**src/rtl/pps_ctrl_pkg.sv**
```systemverilog
// Shared types and default timing constants for the PPS sequencing controller.
package pps_ctrl_pkg;

  typedef enum logic [2:0] {
    ST_IDLE      = 3'd0,
    ST_RESET     = 3'd1,
    ST_WAIT_LOCK = 3'd2,
    ST_SETTLE    = 3'd3,
    ST_WAIT_PPS  = 3'd4,
    ST_RUN       = 3'd5,
    ST_FAULT     = 3'd6
  } state_t;

  localparam int unsigned DEF_RESET_CYCLES  = 16;
  localparam int unsigned DEF_LOCK_TIMEOUT  = 10_000_000;
  localparam int unsigned DEF_SETTLE_CYCLES = 1_000_000;
  localparam int unsigned DEF_PPS_PERIOD    = 100_000_000;
  localparam int unsigned DEF_PPS_TOL       = 1_000;

  function automatic logic [31:0] sat_inc(input logic [31:0] v);
    return (v == '1) ? v : v + 32'd1;
  endfunction

endpackage

```
**src/rtl/sync_2ff.sv**
```systemverilog
// Two-flop synchronizer for asynchronous level inputs; both stages clear on reset.
module sync_2ff #(
  parameter int WIDTH = 1
) (
  input  logic             clk,
  input  logic             areset_n,
  input  logic [WIDTH-1:0] d,
  output logic [WIDTH-1:0] q
);

  logic [WIDTH-1:0] meta_reg;
  logic [WIDTH-1:0] sync_reg;

  always_ff @(posedge clk or negedge areset_n) begin
    if (!areset_n) begin
      meta_reg <= '0;
      sync_reg <= '0;
    end else begin
      meta_reg <= d;
      sync_reg <= meta_reg;
    end
  end

  assign q = sync_reg;

endmodule

```
**src/rtl/pps_ctrl.sv**
```systemverilog
// Brings the clock wizard / PPS generator out of reset, waits for lock and
// settle, then qualifies and forwards the PPS train, faulting on lock loss or bad period.
module pps_ctrl
  import pps_ctrl_pkg::*;
#(
  parameter int unsigned RESET_CYCLES  = DEF_RESET_CYCLES,
  parameter int unsigned LOCK_TIMEOUT  = DEF_LOCK_TIMEOUT,
  parameter int unsigned SETTLE_CYCLES = DEF_SETTLE_CYCLES,
  parameter int unsigned PPS_PERIOD    = DEF_PPS_PERIOD,
  parameter int unsigned PPS_TOL       = DEF_PPS_TOL
) (
  input  logic        clk100MHz,
  input  logic        areset_n,
  input  logic        mmcm_locked,
  input  logic        arm,
  input  logic        pps_in,
  output logic        gen_reset,
  output logic        pps_out,
  output logic [2:0]  state,
  output logic        fault,
  output logic [31:0] pps_count
);

  localparam logic [31:0] RST_LAST    = 32'(RESET_CYCLES - 1);
  localparam logic [31:0] LOCK_LAST   = 32'(LOCK_TIMEOUT - 1);
  localparam logic [31:0] SETTLE_LAST = 32'(SETTLE_CYCLES - 1);
  localparam logic [31:0] WIN_LO      = 32'(PPS_PERIOD - PPS_TOL);
  localparam logic [31:0] WIN_HI      = 32'(PPS_PERIOD + PPS_TOL);

  state_t      state_reg, state_next;
  logic [31:0] cnt_reg, cnt_next;
  logic [31:0] ival_reg, ival_next;
  logic [31:0] count_reg, count_next;
  logic        pps_q_reg;
  logic        pass_reg, pass_next;
  logic        gen_reset_reg;
  logic        fault_reg;
  logic        lock_sync;
  logic        edge_det;
  logic        in_window;
  logic        accept;
  logic        reload;

  sync_2ff #(.WIDTH(1)) u_lock_sync (
    .clk      (clk100MHz),
    .areset_n (areset_n),
    .d        (mmcm_locked),
    .q        (lock_sync)
  );

  always_comb begin
    edge_det   = pps_in & ~pps_q_reg;
    in_window  = (ival_reg >= WIN_LO) && (ival_reg <= WIN_HI);
    state_next = state_reg;
    cnt_next   = cnt_reg;
    accept     = 1'b0;

    case (state_reg)
      ST_IDLE: begin
        if (arm) begin
          state_next = ST_RESET;
          cnt_next   = '0;
        end
      end
      ST_RESET: begin
        if (cnt_reg == RST_LAST) begin
          state_next = ST_WAIT_LOCK;
          cnt_next   = '0;
        end else begin
          cnt_next = cnt_reg + 32'd1;
        end
      end
      ST_WAIT_LOCK: begin
        if (lock_sync) begin
          state_next = ST_SETTLE;
          cnt_next   = '0;
        end else if (cnt_reg == LOCK_LAST) begin
          state_next = ST_FAULT;
          cnt_next   = '0;
        end else begin
          cnt_next = cnt_reg + 32'd1;
        end
      end
      ST_SETTLE: begin
        if (!lock_sync) begin
          state_next = ST_WAIT_LOCK;
          cnt_next   = '0;
        end else if (cnt_reg == SETTLE_LAST) begin
          state_next = ST_WAIT_PPS;
          cnt_next   = '0;
        end else begin
          cnt_next = cnt_reg + 32'd1;
        end
      end
      ST_WAIT_PPS: begin
        if (!lock_sync || ival_reg >= WIN_HI) state_next = ST_FAULT;
        else if (edge_det)                    state_next = ST_RUN;
      end
      ST_RUN: begin
        if (!lock_sync || ival_reg > WIN_HI) state_next = ST_FAULT;
        else if (edge_det) begin
          if (in_window) accept     = 1'b1;
          else           state_next = ST_FAULT;
        end
      end
      ST_FAULT: state_next = ST_FAULT;
      default:  state_next = ST_IDLE;
    endcase

    // Dropping arm overrides every other event in every state.
    if (!arm) begin
      state_next = ST_IDLE;
      cnt_next   = '0;
      accept     = 1'b0;
    end

    // The interval counter holds cycles elapsed since the reference edge,
    // so the edge cycle reloads it to 1 and the next edge reads the true period.
    reload    = accept || (state_reg == ST_WAIT_PPS && state_next == ST_RUN);
    ival_next = '0;
    if (state_next == ST_WAIT_PPS || state_next == ST_RUN) begin
      if (reload)
        ival_next = 32'd1;
      else if (state_reg == ST_WAIT_PPS || state_reg == ST_RUN)
        ival_next = sat_inc(ival_reg);
    end

    pass_next  = (state_next == ST_RUN) && pps_in && (pass_reg || accept);
    count_next = (state_next == ST_IDLE) ? 32'd0 : count_reg + {31'd0, accept};
  end

  always_ff @(posedge clk100MHz or negedge areset_n) begin
    if (!areset_n) begin
      state_reg     <= ST_IDLE;
      cnt_reg       <= '0;
      ival_reg      <= '0;
      count_reg     <= '0;
      pps_q_reg     <= 1'b0;
      pass_reg      <= 1'b0;
      gen_reset_reg <= 1'b1;
      fault_reg     <= 1'b0;
    end else begin
      state_reg     <= state_next;
      cnt_reg       <= cnt_next;
      ival_reg      <= ival_next;
      count_reg     <= count_next;
      pps_q_reg     <= pps_in;
      pass_reg      <= pass_next;
      gen_reset_reg <= (state_next == ST_IDLE) || (state_next == ST_RESET) ||
                       (state_next == ST_FAULT);
      fault_reg     <= (state_next == ST_FAULT);
    end
  end

  // The pass flag only survives while pps_in stays high, so it is the forwarded pulse.
  assign pps_out   = pass_reg;
  assign gen_reset = gen_reset_reg;
  assign fault     = fault_reg;
  assign state     = state_reg;
  assign pps_count = count_reg;

endmodule

```
**config.mk**
```make
export PLATFORM = sky130hd
export DESIGN_NAME = pps_ctrl
export DESIGN_NICKNAME = d
export VERILOG_FILES = /design/src/rtl/pps_ctrl_pkg.sv /design/src/rtl/sync_2ff.sv /design/src/rtl/pps_ctrl.sv
export SDC_FILE = /design/constraint.sdc
export NUM_CORES = 1
export LEC_CHECK = 0
export BUFFER_PORTS_ARGS = -buffer_cell sky130_fd_sc_hd__buf_2
export CAP_MARGIN = 40
export CELL_PAD_IN_SITES_DETAIL_PLACEMENT = 1
export CELL_PAD_IN_SITES_GLOBAL_PLACEMENT = 2
export CORE_MARGIN = 4
export CORE_UTILIZATION = 38
export DETAILED_ROUTE_END_ITERATION = 12
export PLACE_DENSITY = 0.91
export SETUP_SLACK_MARGIN = 0.4
export SLEW_MARGIN = 30
export SYNTH_ARGS = -nofsm -noshare
export SYNTH_HDL_FRONTEND = slang
export SYNTH_SLANG_ARGS = --single-unit
```
**constraint.sdc**
```tcl
create_clock -name clk100MHz -period 4.7 [get_ports clk100MHz]
set_clock_uncertainty 0.05 [all_clocks]
set_input_delay 0.705 -clock clk100MHz [delete_from_list [all_inputs] [get_ports clk100MHz]]
set_output_delay 0.705 -clock clk100MHz [all_outputs]
set_load 0.01 [all_outputs]
```
==> results of run 1 <==
## path summary, 6_finish.rpt
kind,end,slack [ps],cells after the start
worst max-delay path,pps_count[28],770,13
worst min-delay path,ival_reg[7],260,1
worst max register to register,pps_count[28],770,13
worst min register to register,u_lock_sync.q,350,0
max in group asynchronous,gen_reset,3430,2
min in group clk100MHz,u_lock_sync.q,350,0
## area by class of cell
class	instances	area, um2
multi-input combinational	492	2993
clock inverter	6	67.56
timing repair buffer	52	304.0
tap	184	230.2
inverter	13	48.80
fill	1734	8198
clock buffer	10	229.0
sequential	105	2629
## per-stage QoR
stage	worst slack (ps)	cell area, um2	instances	hold slack, ps	utilization (%)
2_1_floorplan	1300	5792	637	281.2	-
3_3_place_gp	931.1	6171	844	319.3	41.98
3_5_place_dp	808.9	6193	845	327.9	42.13
4_1_cts	751.1	6490	861	274.7	44.15
5_1_grt	453.0	6501	862	298.9	44.23
6_report	766.6	6501	862	257.6	44.23
## logic make-up (layout without fill, tap and decap cells)
family | count (synthesis) | count (layout)
flops | 105 | 105
mux | 1 | 1
compound gates | 103 | 103
buf+inv | 40 | 81
xor+xnor | 55 | 55
other cells | 1 | 5
fa+ha+maj | 5 | 5
simple gates | 323 | 323
## layout by cell type (no fill, tap or decap), types with 3 or more instances in the layout
cell	instances
a21o_1	4
a21oi_1	29
a22o_1	5
a31oi_1	16
and2_1	11
and3_1	15
and4_1	5
buf_2	41
buf_4	9
clkbuf_16	9
conb_1	5
dfrtp_1	104
ha_1	5
inv_1	13
nand2_1	46
nand2b_1	7
nand3_1	38
nand4_1	30
nor2_1	72
nor2b_1	5
nor3_1	28
nor3_2	12
nor4_1	17
o211ai_1	3
o21ai_0	25
o31ai_1	4
or3_1	15
or4_1	3
xnor2_1	22
xor2_1	33
## routing by layer
metal / track usage (%) / wire length (um) / vias up
met5: 0 / 0 / -
met4: 6.768 / 228 / 0
met3: 3.135 / 429 / 17
met2: 30.70 / 7555 / 76
met1: 24.89 / 7230 / 2569
li1: - / - / 2357
## Yosys cell counts, types with 4 or more instances
library cell / count / share of area [%]
a21o_1: 4 / 0.52
a21oi_1: 30 / 2.6
a22o_1: 5 / 0.76
a31oi_1: 16 / 1.7
and2_1: 11 / 1.2
and3_1: 15 / 1.6
and4_1: 5 / 0.76
buf_2: 6 / 0.52
clkbuf_1: 18 / 1.2
dfrtp_1: 104 / 45
ha_1: 5 / 1.1
inv_1: 13 / 0.84
nand2_1: 47 / 3.1
nand2b_1: 7 / 0.76
nand3_1: 38 / 3.3
nand4_1: 30 / 3.2
nor2_1: 72 / 4.7
nor2b_1: 5 / 0.54
nor3_1: 28 / 2.4
nor3_2: 12 / 2.1
nor4_1: 17 / 1.8
o21ai_0: 25 / 2.2
o31ai_1: 4 / 0.52
or3_1: 15 / 1.6
xnor2_1: 22 / 3.3
xor2_1: 33 / 5.0
## where the power goes
group | internal (W) | leakage (nW) | switching [W]
Clock | 0.000416 | 0.144 | 0.000351
Sequential | 0.000907 | 1.44 | 0.00000459
Combinational | 0.0000102 | 1.06 | 0.0000367
==> summary.md, run 1 <==
Outcome
• result of the run: completed

Synth
• synthesized netlist cell count: 633
• mux cell area share after synthesis: 0.1733%
• Post-Synthesis Mean Instance Area: 9.126 um2
• flop and latch count out of synthesis: 105
• fraction of the yosys area taken by sequential cells: 45.51%
• adder and majority gate portion of the synthesized area: 1.083%
• synthesized cell area: 5777 um2
• combinational family with the most area after synthesis: simple AND/OR/NAND/NOR gates
• compound-cell area share of the yosys netlist: 11.28%
• Top FF cell, synth: dfrtp_1
• yosys synthesis warning count: 0
• count of different cell masters after synthesis: 62
• area fraction in and, or, nand and nor cells after synthesis: 30.50%
• number of flops mapped to enable cells by yosys: 0
• xor and xnor area share after synthesis: 8.339%
• async set-or-reset flop fraction in the synthesized netlist: 100.0%

Global route
• antenna violations before repair: 0
• total global-route track usage: 18.64%
• aggregate global routing overflow: 0
• pin count of the biggest net entering global routing: 39
• first-pass GRT wire length: 27120 um
• vias in the first global route: 5299

STA
• slew of the pin with the lowest slew margin: 771.6 ps
• worst max-slew margin expressed relative to the limit: 48.09%
• RSZ-0062 raised after global routing: false
• Final setup violation count: 0
• Final TNS setup: 0 ps
• final period utilization: 83.69%
• highest clock frequency the design can meet: 254.2 MHz
• max-slew violation total from the final report: 0
• Final Hold Viols: 0
• final critical-path required period: 3933 ps

Floorplanning
• # rows: 44
• starting density of the core: 39.30%
• DIE WIDTH: 131.3 um
• Floorplan Core Area: 14700 um2
• Total Die Area: 17240 um2
• number of top-level pins: 43
• height of the chip: 131.3 um

Setup path
• Setup Crit Path Kind: reg -> reg
• required arrival time at the worst endpoint: 4870 ps
• cell type of the slowest stage on the worst timing path: nor4_1
• chain of cells forming the critical path: nor4b_2 > nand4_1 > or2_0 > o32a_2 > nor4_1 > ha_1 > ha_1 > nand4_1 > nor4_1 > buf_4 > nand4_1 > xor2_1 > nor2_1
• reg2reg start: ival_reg[17]
• Most Frequent Cell on Critical Path: nand4_1
• Worst path max stage delay: 490 ps
• dominant delay contributor by cell family on the critical path: simple AND/OR/NAND/NOR gates
• critical path buffer and inverter count: 1
• CP startpoint: ival_reg[17]
• CP Capture Type: flop
• Crit Path Max Fanout: 7
• sort of element at the start of the critical path: flop
• Worst Path Arrival: 4100 ps

Detailed routing
• DRT iter0 DRCs: 318
• DRC violations left: 0
• total wire length after detailed routing: 15440 um
• total vias in the final route: 5019
• iteration count of the initial detailed-routing pass: 5
• post-DR vias/cell: 5.823
• post-route ant nets: 0
• wire per inst: 17.92 um

Clock network
• clock transition at the registers of the reported paths: 70 ps
• clock insertion delay at the later pin of the skew report: 360 ps
• Max Buffers Root-to-Sink: 2
• H-tree levels: 3
• clock sink count: 105
• number of clock buffers inserted by TritonCTS: 9
• TritonCTS clock tree: done
• # hold bufs at CTS: 0
• Resized cells post-CTS: 0
• Setup Buffers After CTS: 0
• clock root buffer master: clkbuf_16

Final layout
• ANT cells: 0
• share of cells above drive strength 1: 14.01%
• total number of nets in the final design: 683
• synthesis-to-finish area growth: 12.54%

Placement
• detailed placer's ending HPWL: 11070 um
• IO buf count: 42
• global placer's final weighted congestion: 0.8163

Pwr
• Max rail drop VDD: 156.7 uV
• Static Leakage: 2.651 nW
• power density of the placed cells: 265.6 nW/um2
• Power, Total: 0.001726 W

Min path
• worst min-delay path category: in -> async

Run
• maximum capacitance violations: 0

Note: power is estimated with default switching activity, not from simulation.
==> run 2, diff against run 1 <==
Clock period 4.7 ns to 3.8 ns, I/O delays scaled along.
==> run 2 against run 1 <==
Critical endpoint unchanged. Clock power up 32%. Worst hold slack better by 13 ps. Flip-flop and latch count unchanged. Fmax up 17%. Utilization up 2.3 points. Largest power group unchanged. Total power up 27%. Critical path depth up 1. Die area unchanged.
==> summary.md, run 2 (synthesized netlist as in run 1, its figures left out) <==
Floorplanning
• number of top-level pins: 43
• starting density of the core: 39.30%
• Floorplan Core Area: 14700 um2
• height of the chip: 131.3 um
• DIE WIDTH: 131.3 um
• # rows: 44
• Total Die Area: 17240 um2

Detailed routing
• total wire length after detailed routing: 16170 um
• total vias in the final route: 5116
• wire per inst: 18.36 um
• iteration count of the initial detailed-routing pass: 4
• post-route ant nets: 0
• post-DR vias/cell: 5.807
• DRT iter0 DRCs: 291
• DRC violations left: 0

Pwr
• Static Leakage: 2.797 nW
• switching power summed over all nets: 0.0004804 W
• Cell Int Power: 0.001718 W
• Net Sw Frac: 21.85%
• Max rail drop VDD: 204.9 uV
• register share of total power: 51.3%
• power share of the clock group: 46.0%
• combinational fraction of design power: 2.7%
• Power, Total: 0.002198 W
• power density of the placed cells: 321.2 nW/um2

Placement
• IO buf count: 42
• number of placed instances, taps included: 851
• detailed placer's ending HPWL: 10920 um
• global placer's final weighted congestion: 0.8773
• worst-case setup slack after placement: 135.3 ps

STA
• Final Hold Viols: 0
• worst max-slew margin expressed relative to the limit: 46.90%
• RSZ-0062 raised after global routing: true
• final critical-path required period: 3360 ps
• final period utilization: 88.42%
• slew of the pin with the lowest slew margin: 793.5 ps
• Final setup violation count: 0
• max-slew violation total from the final report: 0
• Final TNS setup: 0 ps
• final setup slack of the worst path: 440.2 ps
• highest clock frequency the design can meet: 297.6 MHz

Setup path
• Worst path max stage delay: 450 ps
• Crit Path Max Fanout: 6
• Worst Path Arrival: 3520 ps
• Setup Crit Path Kind: reg -> reg
• chain of cells forming the critical path: nor4_2 > and4b_1 > nand2_1 > o32a_4 > nor4_4 > ha_2 > buf_6 > ha_4 > nand4_1 > nor4_2 > buf_4 > nand4_1 > xor2_1 > nor2_1
• CP Capture Type: flop
• sort of element at the start of the critical path: flop
• cell type of the slowest stage on the worst timing path: dfrtp_1
• required arrival time at the worst endpoint: 3960 ps

Global route
• met1 Usage GRT: 24.18%
• antenna violations before repair: 0
• total global-route track usage: 18.00%
• global-route track usage on met2: 29.78%
• pin count of the biggest net entering global routing: 88
• vias in the first global route: 5205
• most utilized layer in the global route result: met2
• met3 usage: 3.173%
• aggregate global routing overflow: 0
• first-pass GRT wire length: 26240 um

Clock network
• clock insertion delay at the later pin of the skew report: 360 ps
• clock root buffer master: clkbuf_16
• clock transition at the registers of the reported paths: 70 ps
• Max Buffers Root-to-Sink: 2
• number of clock buffers inserted by TritonCTS: 9
• H-tree levels: 3
• clock sink count: 105
• TritonCTS clock tree: done

Min path
• worst min-delay path category: in -> reg

Run
• maximum capacitance violations: 0

Final layout
• total number of nets in the final design: 702
• share of cells above drive strength 1: 19.80%
• ANT cells: 0
• synthesis-to-finish area growth: 18.48%
• non-filler instance count after layout: 881
• leading cell type in the layout, fill and taps excluded: dfrtp_1
• top library cells by usage in the layout, fill and taps aside: 97 x dfrtp_1, 71 x nor2_1, 45 x nand2_1
• Fill cells: 1715

Outcome
• result of the run: completed

## run 2: changes by cell type in the layout (fill, tap and decap cells not counted), sizes merged
cell / change
buf: +17
bufinv: +1
clkinv: -2
dlygate4sd3: +1
inv: +1
nand4: +1
## run 2: final timing paths
check | from | end | slack, ps | depth (start not counted)
max | ival_reg[1] | pps_count[28] | 440 | 14
min | mmcm_locked | u_lock_sync.meta_reg | 270 | 1
max reg2reg | ival_reg[1] | pps_count[28] | 440 | 14
min reg2reg | u_lock_sync.meta_reg | u_lock_sync.q | 320 | 0
max in group asynchronous | areset_n | cnt_reg[13] | 2220 | 4
min in group asynchronous | areset_n | ival_reg[6] | 560 | 2
## run 2: repair_timing
action	4_1_cts	5_1_grt
gates resized for setup	5	31
endpoints found under the hold margin	0	13
gates cloned	0	1
buffers inserted	0	11
pin swaps	2	18
setup endpoints to repair	20	23
hold buffers	0	1
## run 2: cell type report
cell class / count / area (um2) / share of cell area (%)
clock buffer: 10 / 229.0 / 3.346
tap: 184 / 230.2 / 3.364
inverter: 13 / 48.80 / 0.7130
multi-input combinational: 493 / 3148 / 46.00
sequential: 105 / 2638 / 38.54
timing repair buffer: 70 / 460.4 / 6.728
clock inverter: 6 / 90.09 / 1.316
## run 2: layer usage
layer  share of wire [%]  vias to the layer above
met5                   0                        -
met4                 1.8                        0
met3                 4.1                       22
met2                  49                      109
met1                  45                     2573
li1                    -                     2412
## run 2: critical path: cells and delay by family (launching register included)
family	cells	cell delay, ps
compound gates	1	400
xor+xnor	1	150
fa+ha+maj	2	380
buf+inv	2	290
flops	1	450
simple gates	8	1510
## run 2: stage by stage
stage                     util (%)  cell area (um2)  hold WS (ps)
after floorplan                  -             5798         224.4
after global placement       42.38             6230         303.3
after detailed placement     42.42             6236         315.5
after CTS                    44.77             6581         256.8
after global routing         46.56             6844         268.5
final                        46.56             6844         270.8
## run 2: power by group through the flow
stage	combinational [W]	sequential, W	clock, W
6_report	0.0000588	0.00113	0.00101
4_1_cts	0.0000565	0.00113	0.00104
3_3_place_gp	0.0000535	0.00115	0
3_5_place_dp	0.0000562	0.00115	0
2_1_floorplan	0.0000226	0.00115	0
5_1_grt	0.0000685	0.00113	0.00109
